### config.mk
export PLATFORM = sky130hd
export DESIGN_NAME = receptor_dac_flat
export DESIGN_NICKNAME = d
export VERILOG_FILES = /design/src/rtl/receptor_dac_if.sv /design/src/rtl/receptor_dac.sv /design/src/flat_wrapper.sv
export SDC_FILE = /design/constraint.sdc
export NUM_CORES = 1
export LEC_CHECK = 0
export ABC_CLOCK_PERIOD_IN_PS = 2700
export CAP_MARGIN = 20
export CORE_ASPECT_RATIO = 0.8
export CORE_UTILIZATION = 53
export DETAILED_ROUTE_END_ITERATION = 8
export MAX_ROUTING_LAYER = met4
export PLACE_DENSITY = 0.89
export SLEW_MARGIN = 20
export SYNTH_ARGS = -nofsm -noshare
export SYNTH_HDL_FRONTEND = slang
export SYNTH_SLANG_ARGS = --single-unit
export TNS_END_PERCENT = 20
### constraint.sdc
create_clock -name Clock -period 2.7 [get_ports Clock]
set_clock_uncertainty 0.2 [all_clocks]
set_input_delay 0.675 -clock Clock [delete_from_list [all_inputs] [get_ports Clock]]
set_output_delay 0.675 -clock Clock [all_outputs]
set_load 0.01 [all_outputs]
### src/rtl/receptor_dac_if.sv
// Serial link from the DAC-style transmitter: bit clock, active-low frame strobe, data.
interface receptor_dac_if;
  logic SClk;
  logic Sync;
  logic Data_DAC;

  modport master (output SClk, output Sync, output Data_DAC);
  modport slave  (input  SClk, input  Sync, input  Data_DAC);
endinterface

### src/rtl/receptor_dac.sv
// Serial frame receiver: synchronizes SClk/Sync/Data_DAC into Clock, shifts in
// MSB-first frames and publishes the sample and power-down mode on completion.
module receptor_dac #(
  parameter int N_ADC   = 12,
  parameter int N_TRAMA = 16
) (
  input  logic               Clock,
  input  logic               reset,
  receptor_dac_if.slave      ser,
  output logic [N_ADC-1:0]   Dato,
  output logic [1:0]         Modo,
  output logic               done,
  output logic               error_trama,
  output logic               ocupado,
  output logic [7:0]         tramas
);

  localparam int                CNT_W  = $clog2(N_TRAMA + 1);
  localparam logic [CNT_W-1:0]  ULTIMO = CNT_W'(N_TRAMA - 1);

  typedef enum logic [1:0] {ESPERA, RECIBE, FIN} estado_t;

  // ---------------------------------------------------------------------------
  // Input synchronizers and edge detection
  // ---------------------------------------------------------------------------
  logic [1:0] sclk_sync, sync_sync, data_sync;
  logic       sclk_hist, sync_hist;

  // NOTE: history flops reset to 0 so a Sync already low at release never looks like a falling edge.
  always_ff @(posedge Clock or negedge reset) begin
    if (!reset) begin
      sclk_sync <= '0;
      sync_sync <= '0;
      data_sync <= '0;
      sclk_hist <= 1'b0;
      sync_hist <= 1'b0;
    end else begin
      // NOTE: non-blocking so every flop samples the previous stage's old value.
      sclk_sync <= {sclk_sync[0], ser.SClk};
      sync_sync <= {sync_sync[0], ser.Sync};
      data_sync <= {data_sync[0], ser.Data_DAC};
      sclk_hist <= sclk_sync[1];
      sync_hist <= sync_sync[1];
    end
  end

  logic sclk_fall, sync_fall, sync_rise, data_s, sync_s;

  assign sync_s    = sync_sync[1];
  assign data_s    = data_sync[1];
  assign sclk_fall = sclk_hist & ~sclk_sync[1];
  assign sync_fall = sync_hist & ~sync_s;
  assign sync_rise = ~sync_hist & sync_s;

  // ---------------------------------------------------------------------------
  // Frame FSM
  // ---------------------------------------------------------------------------
  estado_t              state, state_next;
  logic [CNT_W-1:0]     cnt, cnt_next;
  logic [N_TRAMA-1:0]   shift, shift_next;
  logic [N_ADC-1:0]     dato_next;
  logic [1:0]           modo_next;
  logic [7:0]           tramas_next;
  logic                 done_next, error_next;
  logic                 ultimo_bit;

  assign ultimo_bit = sclk_fall && (cnt == ULTIMO);

  always_comb begin
    // NOTE: every output gets a default first, so no path can infer a latch.
    state_next  = state;
    cnt_next    = cnt;
    shift_next  = shift;
    dato_next   = Dato;
    modo_next   = Modo;
    tramas_next = tramas;
    done_next   = 1'b0;
    error_next  = 1'b0;

    case (state)
      ESPERA: begin
        if (sync_fall) begin
          state_next = RECIBE;
          cnt_next   = '0;
          shift_next = '0;
        end
      end
      RECIBE: begin
        if (sclk_fall) begin
          shift_next = {shift[N_TRAMA-2:0], data_s};
          cnt_next   = cnt + 1'b1;
        end
        // Completion wins over a coincident Sync rise.
        if (ultimo_bit) begin
          dato_next   = shift_next[N_ADC-1:0];
          modo_next   = shift_next[N_ADC+1:N_ADC];
          tramas_next = tramas + 8'd1;
          done_next   = 1'b1;
          state_next  = FIN;
        end else if (sync_rise) begin
          error_next  = 1'b1;
          state_next  = ESPERA;
        end
      end
      FIN: begin
        if (sync_s) state_next = ESPERA;
      end
      default: state_next = ESPERA;
    endcase
  end

  always_ff @(posedge Clock or negedge reset) begin
    if (!reset) begin
      state       <= ESPERA;
      cnt         <= '0;
      shift       <= '0;
      Dato        <= '0;
      Modo        <= '0;
      tramas      <= '0;
      done        <= 1'b0;
      error_trama <= 1'b0;
    end else begin
      state       <= state_next;
      cnt         <= cnt_next;
      shift       <= shift_next;
      Dato        <= dato_next;
      Modo        <= modo_next;
      tramas      <= tramas_next;
      done        <= done_next;
      error_trama <= error_next;
    end
  end

  assign ocupado = (state == RECIBE);

endmodule

### src/flat_wrapper.sv
// flat-port wrapper written by rule: the top's interface ports become plain ports
module receptor_dac_flat 
#(
  parameter int N_ADC   = 12,
  parameter int N_TRAMA = 16
)
  (Clock, reset, Dato, Modo, done, error_trama, ocupado, tramas, ser_SClk, ser_Sync, ser_Data_DAC);
  receptor_dac_if ser_i ();
  input  logic Clock;
  input  logic reset;
  output logic [N_ADC-1:0] Dato;
  output logic [1:0] Modo;
  output logic done;
  output logic error_trama;
  output logic ocupado;
  output logic [7:0] tramas;
  input wire logic [$bits(ser_i.SClk)-1:0] ser_SClk;
  input wire logic [$bits(ser_i.Sync)-1:0] ser_Sync;
  input wire logic [$bits(ser_i.Data_DAC)-1:0] ser_Data_DAC;
  assign ser_i.SClk = ser_SClk;
  assign ser_i.Sync = ser_Sync;
  assign ser_i.Data_DAC = ser_Data_DAC;
  receptor_dac #(.N_ADC(N_ADC), .N_TRAMA(N_TRAMA)) u_core (.Clock(Clock), .reset(reset), .ser(ser_i), .Dato(Dato), .Modo(Modo), .done(done), .error_trama(error_trama), .ocupado(ocupado), .tramas(tramas));
endmodule
=== Yosys cells after proc, flatten, opt, wreduce, memory -nomap -nowiden ===
Cells that the tools add are included.

* Word-level logic and storage cells: 51
* Output and inout bits: 25
* Input bits: 5
* Register bits after elaboration: 53

* Reductions and logical operators: 7
* Mux-type cells: 16
* Equality and inequality tests: 7
* Bitwise operators: 6
* Add/subtract/negate cells: 2

{| class="wikitable"
|+ Operators with widths
! kind !! number
|-
| $mux 14 || 2
|-
| $pmux 14 s2 || 1
|-
| $mux 5 || 2
|-
| $pmux 5 s2 || 1
|-
| $add 8x1->8 const B || 1
|-
| $mux 2 || 4
|-
| $ne 2x1->1 const B || 3
|-
| $pmux 2 s3 || 1
|-
| $reduce_and 3->1 || 2
|-
| $add 5x1->5 const B || 1
|-
| $eq 5x4->1 const B || 1
|-
| $mux 1 || 5
|-
| $reduce_and 2->1 || 2
|-
| $and 1x1->1 || 3
|-
| $ne 3x1->1 const B || 1
|-
| $not 1->1 || 3
|-
| $eq 2x1->1 const B || 1
|-
| $eq 2x2->1 const B || 1
|-
| $logic_not 2->1 || 1
|-
| $reduce_bool 2->1 || 1
|-
| $logic_and 1x1->1 || 1
|}

=== Longest topological paths before layout ===
Gate-level depths: netlist of run 1.

* Depth in word-level cells: 5
* Depth in mapped cells: 8
* Gate-level depth less buffers: 6

=== Worst setup path before layout of run 1 ===
OpenSTA, ideal clock, no wires.

* Path type: register to register
* Start point: reg u_core.cnt[0]
* End point: reg u_core.Dato[5]
* Path buffers: 2
* Cell stages (with the launch flop): 9
* Path slack: 500 ps
* Arrival time: 1875 ps
* Setup time: 125 ps
* Data required time: 2375 ps
* Period minus slack after synthesis: 2200 ps
* Cells stage by stage: dfrtp_1 -> ha_1 -> and3_1 -> ha_1 -> and3b_1 -> and2_1 -> buf_6 -> buf_6 -> mux2_4

* Cells in the longest elaborated chain, start to end: 3

{| class="wikitable"
|+ RTL lines
! element !! line !! text
|-
| from (decl) || receptor_dac.sv:59 || <nowiki>logic [CNT_W-1:0] cnt, cnt_next;</nowiki>
|-
| from (signal assigned) || receptor_dac.sv:124 || <nowiki>cnt <= cnt_next;</nowiki>
|-
| $eq 5x4->1 || receptor_dac.sv:67 || <nowiki>assign ultimo_bit = sclk_fall && (cnt == ULTIMO);</nowiki>
|-
| $logic_and 1x1->1 || receptor_dac.sv:67 ||
|-
| $reduce_and 2->1 (no line) || - ||
|-
| to (signal assigned) || receptor_dac.sv:126 || <nowiki>Dato <= dato_next;</nowiki>
|-
| to (decl) || receptor_dac.sv:10 || <nowiki>output logic [N_ADC-1:0] Dato,</nowiki>
|}

Every way passes these cells.
A chain may end at the register's enable or synchronous reset.

=== Worst setup path in the final report of run 1 ===
* Start point: reg u_core.state[0]
* End point: out ocupado

* Cells in the longest elaborated chain, start to end: 1

{| class="wikitable"
|+ RTL lines
! element !! line !! text
|-
| from (decl) || receptor_dac.sv:58 || <nowiki>estado_t state, state_next;</nowiki>
|-
| from (signal assigned) || receptor_dac.sv:123 || <nowiki>state <= state_next;</nowiki>
|-
| $eq 2x1->1 || receptor_dac.sv:134 || <nowiki>assign ocupado = (state == RECIBE);</nowiki>
|-
| to (decl) || flat_wrapper.sv:15 || <nowiki>output logic ocupado;</nowiki>
|}

Every way passes these cells.

==> results of run 1 <==
-- logic make-up after synthesis --
logic type	count (synthesis)	share of synthesized area, %
AOI/OAI and AO/OA	24	8.84
xor gates and xnor gates	7	2.99
buffers and inverters	11	3.11
and+or+nand+nor	33	10.9
adders and majority gates	3	1.83
DFF	52	63.4
muxes	15	8.96
-- metal layers --
metal | track usage, % | vias up | share of wire, % | routed length (um)
met1 | 26.3 | 645 | 44 | 1650
met2 | 35.5 | 34 | 50 | 1850
met4 | 10.1 | 0 | 2.2 | 82
met3 | 5.22 | 9 | 3.5 | 130
li1 | - | 589 | - | -
met5 | - | - | 0 | 0
-- worst max-delay path by stage --
stage                     from             end  slack [ps]  cells after the start
6_report       u_core.state[0]         ocupado         260                      2
5_1_grt        u_core.state[0]         ocupado         170                      2
4_1_cts          u_core.cnt[0]  u_core.Dato[0]         100                      6
3_5_place_dp     u_core.cnt[0]  u_core.Dato[0]         100                      6
3_3_place_gp     u_core.cnt[0]  u_core.Dato[3]         190                      6
2_1_floorplan    u_core.cnt[0]  u_core.Dato[5]         500                      8
-- synthesized netlist by cell type, types with 3 or more instances --
| cell type | number | area [um2] |
|---|---|---|
| a22o_1 | 15 | 131 |
| and3_1 | 4 | 25.0 |
| buf_2 | 3 | 15.0 |
| dfrtp_1 | 52 | 1300 |
| ha_1 | 3 | 37.5 |
| inv_1 | 5 | 18.8 |
| mux2_2 | 11 | 124 |
| mux2_4 | 4 | 60.1 |
| nand3_1 | 4 | 20.0 |
| nand4_1 | 6 | 37.5 |
| nor2b_1 | 5 | 31.3 |
| o21ai_0 | 5 | 25.0 |
| xnor2_1 | 6 | 52.6 |
-- layout make-up --
cell class                 count  area share (%)
clock buffer                   5            2.74
multi-input combinational     82            27.7
sequential                    52            51.8
inverter                       5           0.747
clock inverter                 2            2.39
timing repair buffer          33            12.5
tap                           42            2.09
-- worst max-delay path: stages, from the launching register on --
cell,delay [ps]
dfrtp_1,500
nor2b_1,210
clkdlybuf4s50_1,560
-- cells in the final DEF, fill, tap and decap left out, types with 2 or more instances in the layout --
master           Yosys  routed
clkdlybuf4s50_1      0      28
ha_1                 3       3
o21ai_0              5       5
nand3_1              4       4
mux2_4               4       4
nor2b_1              5       5
bufinv_16            0       2
buf_4                1       4
or3_1                2       2
dfrtp_1             52      52
inv_1                5       5
o21bai_1             2       2
mux2_2              11      11
clkbuf_8             0       5
nor3b_1              2       2
and3_1               4       4
xnor2_1              6       6
a22o_1              15      15
a21oi_1              2       2
nand4_1              6       6
-- sequential cells by signal, indices dropped and copies added, names as in the netlist --
register and count:
u_core.data_sync 2, u_core.Modo 2, u_core.done 1, u_core.shift 13
u_core.tramas 8, u_core.cnt 5, u_core.Dato 12, u_core.error_trama 1
u_core.sync_sync 2, u_core.state 2, u_core.sclk_sync 2, u_core.sync_hist 1
u_core.sclk_hist 1
-- repair_timing --
item	CTS	global route
hold endpoints to repair	0	0
hold buffers	0	0
setup endpoints to repair	0	12
gates resized for setup	0	1
-- power groups by stage --
stage,registers (mW),logic [mW],clock network [mW]
3_3_place_gp,0.848,0.105,0
5_1_grt,0.843,0.123,0.641
2_1_floorplan,0.844,0.0658,0
3_5_place_dp,0.853,0.111,0
4_1_cts,0.837,0.112,0.615
6_report,0.838,0.109,0.599
-- stage by stage --
stage | std cells | setup slack [ps] | power (mW) | hold slack (ps) | util, %
finish | 221 | 261 | 1.55 | 152 | 70.5
global route | 221 | 172 | 1.61 | 158 | 70.5
global placement | 214 | 191 | 0.953 | 132 | 66.8
floorplan | 145 | 500 | 0.910 | 131 | -
detailed placement | 214 | 103 | 0.964 | 135 | 66.8
CTS | 221 | 96.0 | 1.56 | 154 | 70.4
==> flow_metrics.tcl, run 1 <==
set metrics [dict create \
    outcome "complete, no violations" \
    final_cell_area_um2 2510 \
    p_clk_share_pct 38.7 \
    p_int_mw 1.22 \
    die_x_um 71.6 \
    area_growth_pct 22.4 \
    p_seq_share_pct 54.2 \
    slew_headroom_pct 56.0 \
    cts_tree "done" \
    reg2reg_depth 6 \
    firstDrtPassIters 4 \
    fp.dieArea_um2 4130 \
    synth_cell_types 30 \
    start_kind "flop" \
    worstSetupPathType "reg2out" \
    switching_power_uw 324 \
    cap_viol_max_count 0 \
    htree_levels 2 \
    worst_slew_pin_slew_ps 660 \
    path_max_fanout 8 \
    filler_cell_count 235 \
    core-area_um2 3570 \
    grt_overflow 0 \
    r2r-start "u_core.cnt[0]" \
    synth_area_per_cell_um2 14.2 \
    max_freq_ghz 0.410 \
    hold_depth 0 \
    chipHeight_um 57.7 \
    ys_ff_latch 52 \
    crit_required_ps 1820 \
    crit_path_end_kind "output pin" \
    vias 1277 \
    floorplan.initialDensity_pct 57.6 \
    nNetsFinal 187 \
    multi_input_area_um2 696 \
    place_area_um2 2380 \
    slew_viol_final 0 \
    grt_usage_pct 21.9 \
    synth_nets 153 \
    route.detailed.drc 0 \
    layout-drive-gt1-share_pct 17.3 \
    drtAntennaViolNets 0 \
    synth_flop_cell "dfrtp_1" \
    hpwl_um 2720 \
    r2r_setup_slack_ps 340 \
    synth.cell_area_um2 2050 \
    drtIter0Drc 64 \
    ir_drop_uv 434 \
    place.gp.congestion 0.852 \
    switching_share_pct 20.9 \
    async_flop_share_pct 100 \
    fin_crit_ps 2440 \
    combPwrFrac_pct 7.1 \
    setup_viol 0 \
    cts_setup_buffers 0 \
    avgRoutedWirePerCell_um 16.8 \
    clockRootBuffer "clkbuf_8" \
    cts.clk_slew.worst_paths_ps 80 \
    grt_pass1_wl_um 6310 \
    p_per_area_nw_per_um2 615 \
    clk_latency_ps 300 \
    r2r-end "u_core.Dato[0]" \
    syn_inst 145 \
    seqCellArea_um2 1300 \
    hold_path.class "reg2reg" \
    min_to "u_core.data_sync[1]" \
    synth_warnings 0 \
    p_leak_nw 1.17 \
    cts_buffers 5 \
    antenna_cells 0 \
    grt_pass1_vias 1309 \
    hold_viol_final 0 \
    hold_start "u_core.data_sync[0]" \
    grt_max_degree 32 \
    drt_wl_total_um 3710 \
    antenna_found_initial 0 \
    io_pins 30 \
    rsz0062_at_grt "false" \
    portBuffers 29 \
    clock_path_buffers 2 \
    tns_ps 0 \
    synth_edf_count 0 \
    rows 19 \
    worst_ep_arrival_time_ps 1560 \
    cts_sinks 52 \
    period_share_pct 90.3 \
    viasPerCell 5.78 \
    yosysSeqAreaShare_pct 63.4 \
]
Note: power is estimated with default switching activity, not from simulation.
==> run 2, diff against run 1 <==
==> constraint.sdc (replaced) <==
create_clock -name Clock -period 2.7 [get_ports Clock]
set_clock_uncertainty 0.2 [all_clocks]
set_input_delay 0.54 -clock Clock [delete_from_list [all_inputs] [get_ports Clock]]
set_output_delay 0.54 -clock Clock [all_outputs]
set_load 0.01 [all_outputs]
==> run 2 against run 1 <==
Effect of this change:
- wire length is 3.0% lower
- critical path depth is 4 higher
- power is 10% lower
- largest power group unchanged
==> flow_metrics.tcl, run 2 (synthesis results as in run 1) <==
set metrics [dict create \
    ctsHoldBuffers 0 \
    crit_required_ps 2690 \
    die_x_um 71.6 \
    hpwl_um 2500 \
    largest_register_ffs 13 \
    placed_cells 213 \
    cp_slowest_cell "and2_2" \
    p_per_area_nw_per_um2 559 \
    outcome "complete, no violations" \
    drtAntennaViolNets 0 \
    reg2reg_depth 6 \
    r2r-end "u_core.Modo[0]" \
    antenna_found_initial 0 \
    grt_overflow 0 \
    floorplan.initialDensity_pct 57.6 \
    nNetsFinal 186 \
    core-area_um2 3570 \
    io_pins 30 \
    clock_path_buffers 2 \
    clk_latency_ps 300 \
    route.detailed.drc 0 \
    htree_levels 2 \
    worst_slew_pin_slew_ps 608 \
    vias 1275 \
    fin_cells 221 \
    start_kind "flop" \
    layout-drive-gt1-share_pct 17.3 \
    largestRegisters "u_core.shift (13), u_core.Dato (12), u_core.tramas (8)" \
    setup_viol 0 \
    drtIter0Drc 107 \
    r2r_setup_slack_ps 340 \
    grt_max_degree 28 \
    grt_usage_pct 20.6 \
    max_freq_ghz 0.423 \
    path_buf_inv 0 \
    final_common_cell "dfrtp_1" \
    cpPeakStageDelay_ps 440 \
    largest_register "u_core.shift" \
    path_cells "ha_1 > and3_1 > ha_1 > and3b_1 > and2_2 > mux2_2" \
    worstSetupPathType "reg2reg" \
    p_leak_nw 1.15 \
    path_delay_family "simple AND/OR/NAND/NOR gates" \
    place.gp.congestion 0.842 \
    clockRootBuffer "clkbuf_8" \
    grt_pass1_vias 1338 \
    avgRoutedWirePerCell_um 16.3 \
    drt_wl_total_um 3600 \
    area_growth_pct 20.8 \
    multi_input_area_um2 696 \
    seqCellArea_um2 1300 \
    slew_viol_final 0 \
    cts_buffers 5 \
    crit_path_end_kind "flop" \
    cap_viol_max_count 0 \
    p_total_mw 1.39 \
    period_share_pct 87.5 \
    cts_setup_buffers 0 \
    portBuffers 29 \
    crit_top_cell "ha_1" \
    path_max_fanout 18 \
    rsz0062_at_grt "false" \
    viasPerCell 5.77 \
    antenna_cells 0 \
    firstDrtPassIters 4 \
    hold_viol_final 0 \
    slew_headroom_pct 58.9 \
    hold_path.class "in2async" \
    fp.dieArea_um2 4130 \
    layout_common_cells "dfrtp_1 (52), clkdlybuf4s50_1 (28), a22o_1 (15)" \
    filler_cell_count 238 \
    rows 19 \
    tns_ps 0 \
    cts.clk_slew.worst_paths_ps 90 \
    r2r-start "u_core.cnt[1]" \
    grt_pass1_wl_um 6130 \
    ir_drop_uv 418 \
    cts_sinks 52 \
    chipHeight_um 57.7 \
    worst_ep_arrival_time_ps 2350 \
    cts_tree "done" \
    fin_crit_ps 2360 \
    ctsResizeCount 0 \
]
==> run 2: cell count changes in the layout (fill, tap and decap cells not counted), sizes merged <==
cell    delta
buf        -1
clkbuf     +1
bufinv     -2
clkinv     +2
==> run 2: layout make-up <==
| type | instances | share of cell area, % |
|---|---|---|
| clock buffers | 6 | 3.33 |
| flip-flops and latches | 52 | 52.4 |
| repair buffers | 32 | 12.9 |
| inverters | 5 | 0.756 |
| clock inverters | 2 | 0.403 |
| well taps | 42 | 2.12 |
| multi-input cells | 82 | 28.0 |
==> run 2: routing by layer <==
metal / routed length [um] / track usage (%) / share of wire [%]
met1: 1660 / 25.9 / 46
met2: 1740 / 32.1 / 48
met3: 138 / 6.43 / 3.8
met4: 57 / 7.56 / 1.6
met5: 0 / - / 0
==> run 2: power breakdown <==
part	total, mW	internal [mW]	switching [mW]
clock network	0.437	0.205	0.232
logic	0.112	0.0515	0.0607
registers	0.837	0.808	0.0287
total	1.39	1.06	0.322
==> run 2: worst max-delay path by stage <==
stage                  start        endpoint  slack, ps  depth (start not counted)
6_report       u_core.cnt[1]  u_core.Modo[0]        340                          6
5_1_grt        u_core.cnt[0]  u_core.Modo[0]        160                          6
4_1_cts        u_core.cnt[1]  u_core.Dato[1]         60                          6
3_5_place_dp   u_core.cnt[1]  u_core.Modo[0]         60                          6
3_3_place_gp   u_core.cnt[0]  u_core.Dato[3]        200                          6
2_1_floorplan  u_core.cnt[0]  u_core.Dato[5]        500                          8
==> run 2: stage by stage <==
step	setup WS, ps	instance area (um2)	util, %	hold WS, ps
after global placement	201	2390	66.9	133
after floorplan	500	2050	-	44.4
final	338	2480	69.6	29.1
after global routing	158	2480	69.6	77.4
after detailed placement	61.2	2390	66.9	135
after CTS	58.2	2480	69.5	42.3
==> run 2: worst register-to-register path: cells and delay by family, from the launching register on <==
kind / cells / cell delay, ps
multiplexers: 1 / 400
flip-flops: 1 / 390
adder cells (fa/ha/maj): 2 / 400
AND/OR/NAND/NOR: 3 / 860
==> run 3, diff against run 2 <==
--- a/config.mk
+++ b/config.mk
@@ -5,14 +5,14 @@
 export SDC_FILE = /design/constraint.sdc
 export NUM_CORES = 1
 export LEC_CHECK = 0
-export ABC_CLOCK_PERIOD_IN_PS = 2700
+export ABC_CLOCK_PERIOD_IN_PS = 1910
 export CAP_MARGIN = 20
 export CORE_ASPECT_RATIO = 0.8
-export CORE_UTILIZATION = 53
+export CORE_UTILIZATION = 48
 export DETAILED_ROUTE_END_ITERATION = 8
+export HOLD_SLACK_MARGIN = 0.08
 export MAX_ROUTING_LAYER = met4
-export PLACE_DENSITY = 0.89
-export SLEW_MARGIN = 20
+export PLACE_DENSITY = 0.86
 export SYNTH_ARGS = -nofsm -noshare
 export SYNTH_HDL_FRONTEND = slang
 export SYNTH_SLANG_ARGS = --single-unit
==> constraint.sdc (replaced) <==
create_clock -name Clock -period 1.91 [get_ports Clock]
set_clock_uncertainty 0.2 [all_clocks]
set_input_delay 0.382 -clock Clock [delete_from_list [all_inputs] [get_ports Clock]]
set_output_delay 0.382 -clock Clock [all_outputs]
set_load 0.01 [all_outputs]
==> run 3 against run 2 <==
Effect of this change:
- the run now ends with negative setup slack left
- first-iteration DRC count is 24% lower
- setup slack worse by 400 ps
- final area is 8.1% higher
- largest cell class unchanged
- largest power group unchanged
- highest routed layer unchanged
==> flow_metrics.tcl, run 3 (synthesis results as in run 1) <==
set metrics [dict create \
    outcome "finished with violations" \
    violations "negative setup slack" \
    drt_wl_total_um 4130 \
    fin_util_pct 67.8 \
    tns_ps -459 \
    grt_overflow 0 \
    grt_pass1_vias 1374 \
    finalWorstSetupSlack_ps -59.4 \
    nNetsFinal 200 \
    cts.clk_slew.worst_paths_ps 80 \
    worst_slew_pin_slew_ps 486 \
    layout-drive-gt1-share_pct 26.4 \
    filler_cell_count 288 \
    clk_latency_ps 300 \
    rsz0062_at_grt "true" \
    largestRegisters "u_core.shift (13), u_core.Dato (12), u_core.tramas (8)" \
    fin_crit_ps 1970 \
    avgRoutedWirePerCell_um 16.6 \
    p_leak_nw 1.25 \
    final_common_cell "dfrtp_1" \
    io_pins 30 \
    core-area_um2 3950 \
    largest_register_ffs 13 \
    worst_ep_arrival_time_ps 1950 \
    path_max_fanout 7 \
    clockRootBuffer "clkbuf_8" \
    cts_tree "done" \
    post-place-ws_ps -123 \
    crit_path_end_kind "flop" \
    die_x_um 75.1 \
    start_kind "flop" \
    drtIter0Drc 81 \
    slew_viol_final 0 \
    antenna_found_initial 0 \
    place.gp.congestion 0.895 \
    largest_register "u_core.shift" \
    period_share_pct 103 \
    layout_common_cells "dfrtp_1 (50), clkdlybuf4s50_1 (26), a22o_1 (15)" \
    area_growth_pct 30.7 \
    floorplan.initialDensity_pct 51.9 \
    vias 1337 \
    route.detailed.drc 0 \
    fin_cells 248 \
    crit_required_ps 1890 \
    worstSetupPathType "reg2reg" \
    placed_cells 237 \
    portBuffers 29 \
    fp.dieArea_um2 4540 \
    grt_pass1_wl_um 6530 \
    setup_viol 12 \
    hold_ws_ps 153 \
    chipHeight_um 60.5 \
    rows 20 \
    firstDrtPassIters 4 \
    grt_usage_pct 21.0 \
    hold_path.class "reg2reg" \
    cts_sinks 52 \
    drtAntennaViolNets 0 \
    multi_input_area_um2 772 \
    viasPerCell 5.39 \
    antenna_cells 0 \
    p_per_area_nw_per_um2 751 \
    grt_max_degree 35 \
    clock_path_buffers 2 \
    seqCellArea_um2 1300 \
    slew_headroom_pct 67.5 \
    max_freq_ghz 0.508 \
    cap_viol_max_count 0 \
    htree_levels 2 \
    ir_drop_uv 585 \
    cts_buffers 5 \
    hpwl_um 2720 \
    hold_viol_final 0 \
]
## run 3: cell count changes in the layout (fill, tap and decap cells not counted), moves of 2 or more
cell / before / now
buf_4: 2 / 12
mux2_2: 11 / 3
mux2_4: 4 / 12
o21ai_0: 5 / 2
o21ai_1: 0 / 3
and2_4: 0 / 2
buf_6: 0 / 2
clkbuf_1: 0 / 2
clkdlybuf4s50_1: 28 / 26
clkinv_2: 2 / 0
dfrtp_1: 52 / 50
dfrtp_2: 0 / 2
ha_1: 3 / 1
## run 3: per-stage QoR
| stage | area, um2 | total power [mW] |
|---|---|---|
| floorplan | 2080 | 1.29 |
| global route | 2680 | 2.11 |
| finish | 2680 | 2.01 |
| CTS | 2640 | 2.02 |
| global placement | 2510 | 1.39 |
| detailed placement | 2510 | 1.41 |
## run 3: path summary, 6_finish.rpt
path	from	cells past startpoint	end	slack, ps
setup / recovery	u_core.cnt[1]	6	u_core.Dato[1]	-60
hold / removal	u_core.sync_sync[0]	0	u_core.sync_sync[1]	150
setup reg to reg	u_core.cnt[1]	6	u_core.Dato[1]	-60
hold reg to reg	u_core.sync_sync[0]	0	u_core.sync_sync[1]	150
max in group asynchronous	reset	3	u_core.tramas[1]	590
min in group asynchronous	reset	2	u_core.tramas[2]	380
## run 3: repair_timing
item / in CTS / in global routing
gates cloned: 1 / 0
resized for setup: 6 / 15
endpoints found under the hold margin: 18 / 0
hold buffers: 1 / 0
pin swaps: 3 / 5
setup endpoints to repair: 17 / 24
setup buffers: 1 / 0
## run 3: layout make-up
| class | instances | area share, % |
|---|---|---|
| Tap cell | 55 | 2.57 |
| Inverter | 5 | 0.700 |
| Clock buffer | 8 | 3.36 |
| Sequential cell | 52 | 48.6 |
| Multi-Input combinational cell | 83 | 28.8 |
| Timing Repair Buffer | 45 | 16.0 |
## run 3: power by group
group | switching (mW) | internal, mW | leakage, nW | total (mW)
registers | 0.0323 | 1.14 | 0.699 | 1.17
logic | 0.111 | 0.107 | 0.502 | 0.218
clock network | 0.326 | 0.296 | 0.0455 | 0.622
## run 3: critical path, cell delays in order, from the launching register on
cell,delay (ps)
dfrtp_1,400
ha_2,200
and3_4,180
ha_4,150
and3b_2,210
and2_4,200
mux2_4,310
## run 3: routing by layer
metal	wire length, um	part of all wire (%)	GRT usage, %
met1	1900	46	25.6
met2	2040	49	34.4
met3	156	3.8	5.15
met4	35	0.85	7.28
met5	0	0	-
